--- src/rtl/seg7_pkg.sv ---
// Shared 7-segment types, blank pattern and the hex glyph table.
package seg7_pkg;

    typedef logic [6:0] seg7_t;

    localparam seg7_t SEG7_BLANK = 7'h7F;

    // {CA,CB,CC,CD,CE,CF,CG}, active-low
    localparam seg7_t SEG7_GLYPHS [16] = '{
        7'b0000001, 7'b1001111, 7'b0010010, 7'b0000110,
        7'b1001100, 7'b0100100, 7'b0100000, 7'b0001111,
        7'b0000000, 7'b0001100, 7'b0001000, 7'b1100000,
        7'b0110001, 7'b1000010, 7'b0110000, 7'b0111000
    };

    function automatic seg7_t hex_to_seg7(input logic [3:0] nibble);
        return SEG7_GLYPHS[nibble];
    endfunction

endpackage

--- src/rtl/seg7_glyph_rom.sv ---
// Combinational hex nibble to active-low 7-segment glyph.
module seg7_glyph_rom
    import seg7_pkg::*;
(
    input  logic [3:0] i_nibble,
    output seg7_t      o_seg
);

    assign o_seg = hex_to_seg7(i_nibble);

endmodule

--- src/rtl/seg7_scan_driver.sv ---
// Multiplexed N-digit 7-segment scan driver with per-frame input snapshot.
// Optional LEADING_ZERO_SUPPRESS_EN darkens leading zero digits above digit 0.
module seg7_scan_driver
    import seg7_pkg::*;
#(
    parameter int DIGITS   = 8,
    parameter int SCAN_DIV = 100000,
    parameter int GUARD    = 1
) (
    input  logic                  clk,
    input  logic                  rst,
    input  logic [4*DIGITS-1:0]   digits_in,
    input  logic [DIGITS-1:0]     dp_in,
    input  logic [DIGITS-1:0]     blank_in,
    output logic [DIGITS-1:0]     an,
    output seg7_t                 seg,
    output logic                  dp
);

    localparam int DIV_W = (SCAN_DIV > 1) ? $clog2(SCAN_DIV) : 1;
    localparam int IDX_W = (DIGITS > 1) ? $clog2(DIGITS) : 1;

    logic [DIV_W-1:0]    r_div;
    logic [IDX_W-1:0]    r_idx;
    logic [4*DIGITS-1:0] r_sh_dig;
    logic [DIGITS-1:0]   r_sh_dp;
    logic [DIGITS-1:0]   r_sh_blank;

    logic                w_last_div;
    logic                w_last_idx;
    logic                w_guard;
    logic                w_blank;
    logic [3:0]          w_nib;
    seg7_t               w_glyph;
    logic [DIGITS-1:0]   w_an;

    assign w_last_div = (r_div == DIV_W'(SCAN_DIV - 1));
    assign w_last_idx = (r_idx == IDX_W'(DIGITS - 1));
    assign w_guard    = (int'(r_div) < GUARD);
    assign w_nib      = r_sh_dig[{r_idx, 2'b00} +: 4];
    assign w_an       = ~(DIGITS'(1) << r_idx);

`ifdef LEADING_ZERO_SUPPRESS_EN
    logic [DIGITS-1:0] w_lz;
    logic              w_zrun;

    // Walk down from the top digit; a digit is suppressed while everything
    // at and above it is zero and it carries no decimal point.
    always_comb begin
        w_lz   = '0;
        w_zrun = 1'b1;
        for (int i = DIGITS - 1; i >= 1; i--) begin
            w_zrun  = w_zrun & (r_sh_dig[4*i +: 4] == 4'h0);
            w_lz[i] = w_zrun & ~r_sh_dp[i];
        end
    end

    assign w_blank = r_sh_blank[r_idx] | w_lz[r_idx];
`else
    assign w_blank = r_sh_blank[r_idx];
`endif

    seg7_glyph_rom u_rom (
        .i_nibble (w_nib),
        .o_seg    (w_glyph)
    );

    always_ff @(posedge clk) begin
        if (rst) begin
            r_div      <= '0;
            r_idx      <= '0;
            r_sh_dig   <= '0;
            r_sh_dp    <= '0;
            r_sh_blank <= '1;
            an         <= '1;
            seg        <= SEG7_BLANK;
            dp         <= 1'b1;
        end else begin
            if (w_last_div) begin
                r_div <= '0;
                r_idx <= w_last_idx ? '0 : r_idx + 1'b1;
            end else begin
                r_div <= r_div + 1'b1;
            end

            // Capture the next frame's contents only on the frame boundary.
            if (w_last_div && w_last_idx) begin
                r_sh_dig   <= digits_in;
                r_sh_dp    <= dp_in;
                r_sh_blank <= blank_in;
            end

            if (w_guard || w_blank) begin
                an  <= '1;
                seg <= SEG7_BLANK;
                dp  <= 1'b1;
            end else begin
                an  <= w_an;
                seg <= w_glyph;
                dp  <= ~r_sh_dp[r_idx];
            end
        end
    end

endmodule

--- config.mk ---
export PLATFORM = sky130hd
export DESIGN_NAME = seg7_scan_driver
export DESIGN_NICKNAME = d
export VERILOG_FILES = /design/src/rtl/seg7_pkg.sv /design/src/rtl/seg7_glyph_rom.sv /design/src/rtl/seg7_scan_driver.sv
export SDC_FILE = /design/constraint.sdc
export NUM_CORES = 1
export LEC_CHECK = 0
export CAP_MARGIN = 0
export CORE_ASPECT_RATIO = 0.8
export CORE_MARGIN = 2
export CORE_UTILIZATION = 55
export CTS_CLUSTER_DIAMETER = 80
export DETAILED_ROUTE_END_ITERATION = 8
export PLACE_DENSITY_LB_ADDON = 0.05
export SLEW_MARGIN = 30
export SYNTH_ARGS = -nofsm -noshare
export SYNTH_HDL_FRONTEND = slang
export SYNTH_HIERARCHICAL = 1
export SYNTH_SLANG_ARGS = --single-unit
--- constraint.sdc ---
create_clock -name clk -period 6.29 [get_ports clk]
set_clock_uncertainty 0.1 [all_clocks]
set_input_delay 1.887 -clock clk [delete_from_list [all_inputs] [get_ports clk]]
set_output_delay 1.887 -clock clk [all_outputs]
set_load 0.1 [all_outputs]
### After elaboration in Yosys (flattened, before gate mapping)

Memory sizes are Yosys's and may differ from the RTL's. A register that Yosys moved wholly into a read port is not among the register bits.
Cells that the tools add are included.

* register bits after elaboration: 77
* memory bits (read-only): 112
* input bits: 50
* output and inout port bits: 16
* word-level logic and storage cells: 28
* memories kept: 1

* add/sub/neg operators: 2
* order comparisons: 2
* equal/unequal tests: 2
* shift-type cells: 2
* mux-type cells: 5
* bitwise operators: 3
* reductions and logical operators: 4

Memories
* (no name shown): depth 16, width 7, rd ports 1, clocked after Yosys merged registers in 1, wr ports 0, RTL line seg7_pkg.sv:17 `return SEG7_GLYPHS[nibble];`

Operator list (count)
* indexed part select 32 x 6 -> 4 bit: 1
* adder 17 x 1 -> 17 bit (second input constant): 1
* == test 17 bit (second input constant): 1
* < comparator 17 x 1 -> 1 bit (second input constant): 1
* NOT 8 bit: 1
* left shift 1 x 3 -> 8 bit (first input constant): 1
* binary-select mux 1 bit (select 3 bit): 2
* NOT 4 -> 5 bit: 1
* < comparator 3 x 4 -> 1 bit (second input constant): 1
* OR reduction 2 bit: 2
* adder 3 x 1 -> 3 bit (second input constant): 1
* == test 3 bit (second input constant): 1
* two-way mux 3 bit: 1
* two-way mux 1 bit: 2
* logical AND 1 bit: 1
* logical OR 1 bit: 1
* NOT 1 bit: 1

### Logic depth before layout (Yosys ltp)

Gate-level depths: netlist (run 1).

* depth after elaboration: 4
* depth in mapped cells: 12
* depth with buffers taken out: 10

### By module

The synthesis (run 1) kept the hierarchy.

By module, submodules not included
* seg7_scan_driver: times used 1, cells each 423, area each 3742.3 µm², sequential area each 1681.6 µm²
* seg7_glyph_rom: times used 1, cells each 37, area each 266.5 µm², sequential area each 0.0 µm²

### Worst setup path before layout (run 1)

Ideal clock, no wire load.

* path type: in2reg
* from: input port rst
* to: register an[4]
* setup time: 0.123 ns
* arrival: 2.951 ns
* required time: 6.067 ns
* slack: 3.115 ns
* cell stages on the path: 6
* path buffers: 2
* path through: clkbuf_1 > inv_1 > o31ai_1 > a211oi_1 > buf_4 > nand3_1

* word-level cells in the longest chain between the ends: 1

RTL lines
* start: declaration: RTL line seg7_scan_driver.sv:11 `input logic rst,`
* OR reduction 2 bit (no line)
* end signal: assignment: RTL line seg7_scan_driver.sv:98 `an <= w_an;`
* end: declaration: RTL line seg7_scan_driver.sv:15 `output logic [DIGITS-1:0] an,`

Every way passes these cells.
A chain may end at the register's enable or synchronous reset.

### Worst setup path in the final report (run 1)

* from: register seg[2]
* to: output port seg[2]

RTL lines
* start: declaration: RTL line seg7_scan_driver.sv:16 `output seg7_t seg,`

No word-level cell between the ends.

==> results of run 1 <==
## power by group through the flow
| stage | sequential [µW] | combinational, µW | clock [µW] |
|---|---|---|---|
| floorplan | 548 | 10.3 | 0 |
| detailed placement | 548 | 44.0 | 0 |
| global route | 536 | 48.0 | 458 |
| finish | 536 | 44.5 | 429 |
| global placement | 548 | 43.9 | 0 |
| CTS | 536 | 44.6 | 437 |
## state kept, by name (all words and copies together) (netlist names)
register	cells
r_sh_dig	32
r_div	17
an	8
r_sh_blank	8
r_sh_dp	8
seg	7
r_idx	3
dp	1
## per-stage QoR
stage | setup slack [ns] | util | total power (µW) | cell area, µm²
6_report | 2.52 | 0.697 | 1010 | 4850
5_1_grt | 2.45 | 0.697 | 1040 | 4850
4_1_cts | 2.49 | 0.697 | 1020 | 4850
3_5_place_dp | 2.48 | 0.665 | 592 | 4630
3_3_place_gp | 2.29 | 0.664 | 592 | 4620
2_1_floorplan | 3.12 | - | 558 | 4010
## worst max path at each step
stage / from / to / slack (ns)
after global placement: rst / r_div[3] / 2.29
after floorplan: rst / an[4] / 3.12
after global routing: an[5] / an[5] / 2.45
after CTS: seg[2] / seg[2] / 2.49
after detailed placement: rst / dp / 2.48
final: seg[2] / seg[2] / 2.52
## synthesized netlist by cell type (all sizes together), types with 2 or more instances
library cell,instances,area [µm²]
and2,3,18.8
dfxtp,84,1680
and4,3,26.3
nand2b,2,12.5
nand2,30,113
mux2i,5,50.1
a21oi,48,240
nor3,13,65.1
clkbuf,28,105
or4,4,30.0
nand3,13,75.1
nand3b,3,22.5
inv,9,33.8
o31ai,2,15.0
ha,13,163
a31oi,8,50.1
nor2,28,105
o21ai,60,300
xnor2,10,87.6
buf,16,93.8
nor4,6,58.8
a211oi,3,22.5
nand4,46,303
xor2,4,35.0
mux4,10,225
## worst min-delay path, cell delays in order, from the launching register on
cell	delay (ns)
dfxtp_1	0.31
o21ai_0	0.07
a21oi_1	0.06
## routing by layer
metal | wire length, µm | share of wire | GRT usage
met5 | 0 | 0 | 0
met1 | 4460 | 0.48 | 0.344
met4 | 53 | 0.0057 | 0.0521
met2 | 4120 | 0.45 | 0.368
met3 | 609 | 0.066 | 0.0601
## layout make-up
class | count | area (µm²) | area share
Multi-Input combinational cell | 322 | 2090 | 0.432
Sequential cell | 84 | 1680 | 0.347
Timing Repair Buffer | 72 | 703 | 0.145
Clock buffer | 11 | 141 | 0.0291
Tap cell | 87 | 109 | 0.0224
Clock inverter | 5 | 85.1 | 0.0175
Inverter | 10 | 37.5 | 0.00774
## cell families (layout without fill, tap and decap cells)
group	after synthesis	after routing	share of synthesized area
simple gates	154	154	0.213
compound gates	125	125	0.165
flops	84	84	0.419
buf+inv	54	98	0.0590
mux	16	16	0.0724
xor+xnor	14	14	0.0306
fa+ha+maj	13	13	0.0406
==> metrics.md, run 1 <==
| Metric | Value |
|---|---|
| Status | complete, no violations |
| Sw Ratio | 0.208 |
| Clock buffer depth | 2 |
| Psw | approximately 210 µW |
| Antenna Nets Post-Route | 0 |
| Clock Power Share | 0.425 |
| WP buf/inv | 1 |
| Die area | between 7000 and 8000 µm² |
| Port Buffers | 65 |
| Chip Width | 99.5 µm |
| Ys Warns | 6 |
| Peak Freq | around 0.27 GHz |
| Post-synthesis cell type count | 42 |
| Clock Latency Late Sink | roughly 0.35 ns |
| Cell area power density | ~210 nW/µm² |
| Most frequent cells in the layout | 84 x dfxtp_1, 65 x clkdlybuf4s50_1, 53 x o21ai_0 |
| Post-Synthesis Cells | 460 |
| Syn Nets | approximately 520 |
| Post-CTS sizing | 0 |
| Sequential cell area fraction in the yosys report | 0.419 |
| Routed wire length per instance | roughly 16 µm |
| CP Class | reg2out |
| H-tree levels | 3 |
| WHS Path Cells | 2 |
| Area added between synthesis and finish | 21.0% |
| Setup violators final | 0 |
| Yosys reg bits | 84 |
| Cts hold-fix bufs | 0 |
| Total iterations of the first detailed-routing run | 5 |
| Row cnt | 27 |
| Syn Std Cell Area | 4010 µm² |
| Initial antenna violation count | 0 |
| Max Cap Viol | 0 |
| Slew Limit Headroom | 0.354 |
| Register-to-Register Path Depth | 11 |
| Ant. Diodes | 0 |
| CP max stage cell | clkdlybuf4s50_1 |
| DRT iter0 DRCs | ~260 |
| EDFF count, synth | 0 |
| Critical path, cell by cell | clkdlybuf4s50_1 |
| Share of layout cells above drive strength 1 | 0.0813 |
| Root Driver | clkbuf_8 |
| Commonest non-fill, non-tap cell in the layout | dfxtp_1 |
| Setup bufs post-CTS | 0 |
| Final Cycle Share | 0.600 |
| Hold_ws | approximately 0.38 ns |
| Worst-path clk slew | about 0.09 ns |
| Crit path max fanout | 1 |
| Post-route insts no fill | 591 |
| Vias per cell | approximately 6.0 |
| Chip Height | around 80 µm |
| Inst Count DP | 575 |
| Arr. time, crit path | between 1.5 and 2 ns |
| CP peak stage delay | around 1.1 ns |
| Remaining global-route overflow | 0 |
| Worst path depth | 1 |
| Max-slew violations | 0 |
| Sink Count | 84 |
| Delay-heaviest family, CP | buffers and inverters |
| Crit end category | output port |
| LEAKAGE | 0.00158 µW |
| GR Util All Layers | 0.240 |
| VDD IR max | 0.149 mV |
| Residual DRC | 0 |
| Via count | ~3,500 |
| Core area | 6960 µm² |
| Prevailing post-synth register cell | dfxtp_1 |
| TritonCTS buffer count | 9 |
| Fill count | between 500 and 600 |
| Tmin final | approximately 3.8 ns |
| DRT Wirelength | 9240 µm |
| Worst Tran Pin Value | between 0.9 and 1 ns |
| First-pass GRT wire length | between 15,000 and 20,000 µm |
| Initial core utilization | 0.576 |
| Fin nets | roughly 560 |
| Hold path startpoint | r_sh_dig[25] |
| WP data required | 4.30 ns |
| Combinational Power Share | 0.044 |
| Largest net degree at the start of global routing | 54 |
| Reg2reg end | seg[3] |
| Internal power | roughly 800 µW |
| Vias in the first global route | between 3,000 and 4,000 |
| Worst hold path class | reg2reg |
| Syn_area_per_cell | between 8 and 9 µm² |
| Final TNS setup | 0 ns |
| Ports | 66 |
| Crit path launch type | flip-flop |
| CTS tree | done |
| Final hold viol count | 0 |
| Gpl congestion | slightly below 0.8 |
| Worst Hold Endpoint | r_sh_dig[25] |
| Launching point of the worst reg2reg path | r_idx[0] |
| Hpwl dp | around 6100 µm |
| RSZ-0062 raised after global routing | no |
| Async SR Flop Fraction | 0 |
| Worst R2R Setup Slack | 3.45 ns |
| Power share of the sequential group | 0.531 |
No activity file was read; power rests on OpenSTA's default activity.
==> run 2: changes to the inputs <==
- CORE_UTILIZATION: 55 -> 53
- clock period: 6.29 -> 3.5 ns (I/O delays scaled with it)
==> metrics.md, run 2 (synthesis results as in run 1) <==
| Metric | Value |
|---|---|
| Final Cycle Share | 0.789 |
| WP buf/inv | 1 (unchanged) |
| CP max stage cell | dfxtp_1 |
| Largest net degree at the start of global routing | 54 (unchanged) |
| Combinational Power Share | 0.046 (+0.002) |
| Vias per cell | 5.97 (-0.39%) |
| Hpwl dp | 6400 µm (+5.4%) |
| Status | complete, no violations |
| Arr. time, crit path | 2.90 ns (+1.11 ns) |
| Via count | 3,559 (+0.45%) |
| Gpl congestion | 0.811 (+2.4%) |
| Delay-heaviest family, CP | multiplexers |
| Antenna Nets Post-Route | 0 (unchanged) |
| Crit path max fanout | 12 (+11) |
| Sink Count | 84 (unchanged) |
| Fin nets | 565 (+0.53%) |
| Remaining global-route overflow | 0 (unchanged) |
| Worst-path clk slew | 0.08 ns (about the same) |
| Internal power | 1360 µW (+70%) |
| Register bank with the most flops | r_sh_dig |
| Ant. Diodes | 0 (unchanged) |
| Max FFs per register | 32 (unchanged) |
| Core area | 7360 µm² (+5.7%) |
| Initial antenna violation count | 0 (unchanged) |
| Tmin final | between 2 and 3 ns |
| CP peak stage delay | 0.73 ns (-0.39 ns) |
| Most frequent cells in the layout | 84 x dfxtp_1, 53 x o21ai_0, 49 x clkdlybuf4s50_1 |
| Psw | 357 µW (+70%) |
| Chip Width | 101 µm (+1.8%) |
| Residual DRC | 0 (unchanged) |
| DRT Wirelength | 9410 µm (+1.8%) |
| Largest regs | r_sh_dig (32), r_div (17) |
| GR Util All Layers | 0.240 (-0.000436) |
| LEAKAGE | 0.00157 µW (-0.49%) |
| Cts hold-fix bufs | 0 (unchanged) |
| Root Driver | clkbuf_8 |
| Clock buffer depth | 2 (unchanged) |
| TritonCTS buffer count | 9 (unchanged) |
| Worst hold path class | reg2reg |
| Area added between synthesis and finish | 19.9% |
| Port Buffers | 65 (unchanged) |
| Share of layout cells above drive strength 1 | 0.119 (+0.0372) |
| First-pass GRT wire length | 15,600 µm (+1.9%) |
| Clock Power Share | 0.392 (-0.033) |
| H-tree levels | 3 (unchanged) |
| WP data required | 3.64 ns (-0.66 ns) |
| Power share of the sequential group | 0.562 (+0.031) |
| Critical path, cell by cell | mux4_2 > nand2_1 > nand2_1 > inv_1 > ha_1 > mux2_4 > nand2_1 > o21ai_1 > nor2_1 > nand2_1 |
| Sw Ratio | 0.208 (about the same) |
| Final TNS setup | 0 ns (unchanged) |
| Routed wire length per instance | 15.8 µm (+0.94%) |
| Chip Height | 81.8 µm (+1.8%) |
| VDD IR max | 0.210 mV (+41%) |
| Crit end category | flip-flop |
| CTS tree | done |
| Initial core utilization | 0.545 (-0.0312) |
| Ports | 66 (unchanged) |
| FF+latch area | 1680 µm² (unchanged) |
| Max Cap Viol | 0 (unchanged) |
| Hold_ws | 0.378 ns (-0.000945 ns) |
| CP most frequent cell | nand2_1 |
| Area used by multi-input combinational logic | 2100 µm² (about the same) |
| Clock Latency Late Sink | 0.34 ns (about the same) |
| Final hold viol count | 0 (unchanged) |
| Max-slew violations | 0 (unchanged) |
| Cell area power density | 356 nW/µm² (+71%) |
| Vias in the first global route | 3,160 (+1.2%) |
| DRT iter0 DRCs | 163 (-38%) |
| Row cnt | 28 (+3.7%) |
| Setup bufs post-CTS | 0 (unchanged) |
| Peak Freq | roughly 0.36 GHz |
| CP Class | reg2reg |
| Total iterations of the first detailed-routing run | 4 (-1) |
| RSZ-0062 raised after global routing | no |
| Fill count | 657 (+15%) |
| Setup violators final | 0 (unchanged) |
| Post-CTS sizing | 0 (unchanged) |
| Die area | 8280 µm² (+3.6%) |
| Slew Limit Headroom | 0.581 (+0.228) |
| Commonest non-fill, non-tap cell in the layout | dfxtp_1 |
| Worst Tran Pin Value | 0.627 ns (-0.339 ns) |
| Crit path launch type | flip-flop |
[run 2: cell types whose count changed in the layout (fill, tap and decap cells not counted)]
cell	before	now
and4_2	0	1
buf_4	7	26
clkdlybuf4s50_1	65	49
and4_1	3	2
clkinv_2	0	1
clkinv_4	2	0
bufinv_16	2	1
clkinvlp_4	1	2
[run 2: area by class of cell]
cell class / count / share of cell area
clock buffer: 11 / 0.0294
clock inverter: 4 / 0.0104
inverter: 10 / 0.00781
multi-input combinational: 322 / 0.436
sequential: 84 / 0.350
tap: 90 / 0.0234
timing repair buffer: 75 / 0.143
[run 2: path summary, 6_finish.rpt]
| kind | from | to | slack, ns | cells past startpoint |
|---|---|---|---|---|
| setup / recovery | r_idx[0] | seg[3] | 0.74 | 10 |
| hold / removal | r_sh_dp[0] | r_sh_dp[0] | 0.38 | 2 |
| setup reg to reg | r_idx[0] | seg[3] | 0.74 | 10 |
| hold reg to reg | r_sh_dp[0] | r_sh_dp[0] | 0.38 | 2 |
[run 2: power groups by stage]
stage               Clock, µW  Sequential (µW)  Combinational (µW)
finish                    671              963                79.2
global route              726              964                84.4
CTS                       688              963                79.5
detailed placement          0              985                78.7
global placement            0              985                78.0
floorplan                   0              984                18.5
[run 2: tightest hold or removal path, delay by kind of cell (launching register included)]
kind | cells | cell delay [ns]
flip-flops | 1 | 0.31
AO/OA/AOI/OAI | 2 | 0.13
[run 2: layer usage]
metal  vias up  part of all wire  global-route usage  wire (µm)
li1       1761                 -                   -          -
met1      1674              0.49               0.358       4660
met2       115              0.43               0.348       4050
met3         9             0.063              0.0545        596
met4         0             0.011              0.0649        104
met5         -                 0                   0          0
[run 2: per-stage QoR]
stage	instances	cell area, µm²	util	worst slack (ns)	total power [µW]
global route	596	4800	0.653	0.482	1770
finish	596	4800	0.653	0.738	1710
global placement	581	4610	0.627	0.811	1060
floorplan	460	4010	-	0.870	1000
detailed placement	581	4610	0.627	0.734	1060
CTS	596	4800	0.653	0.719	1730
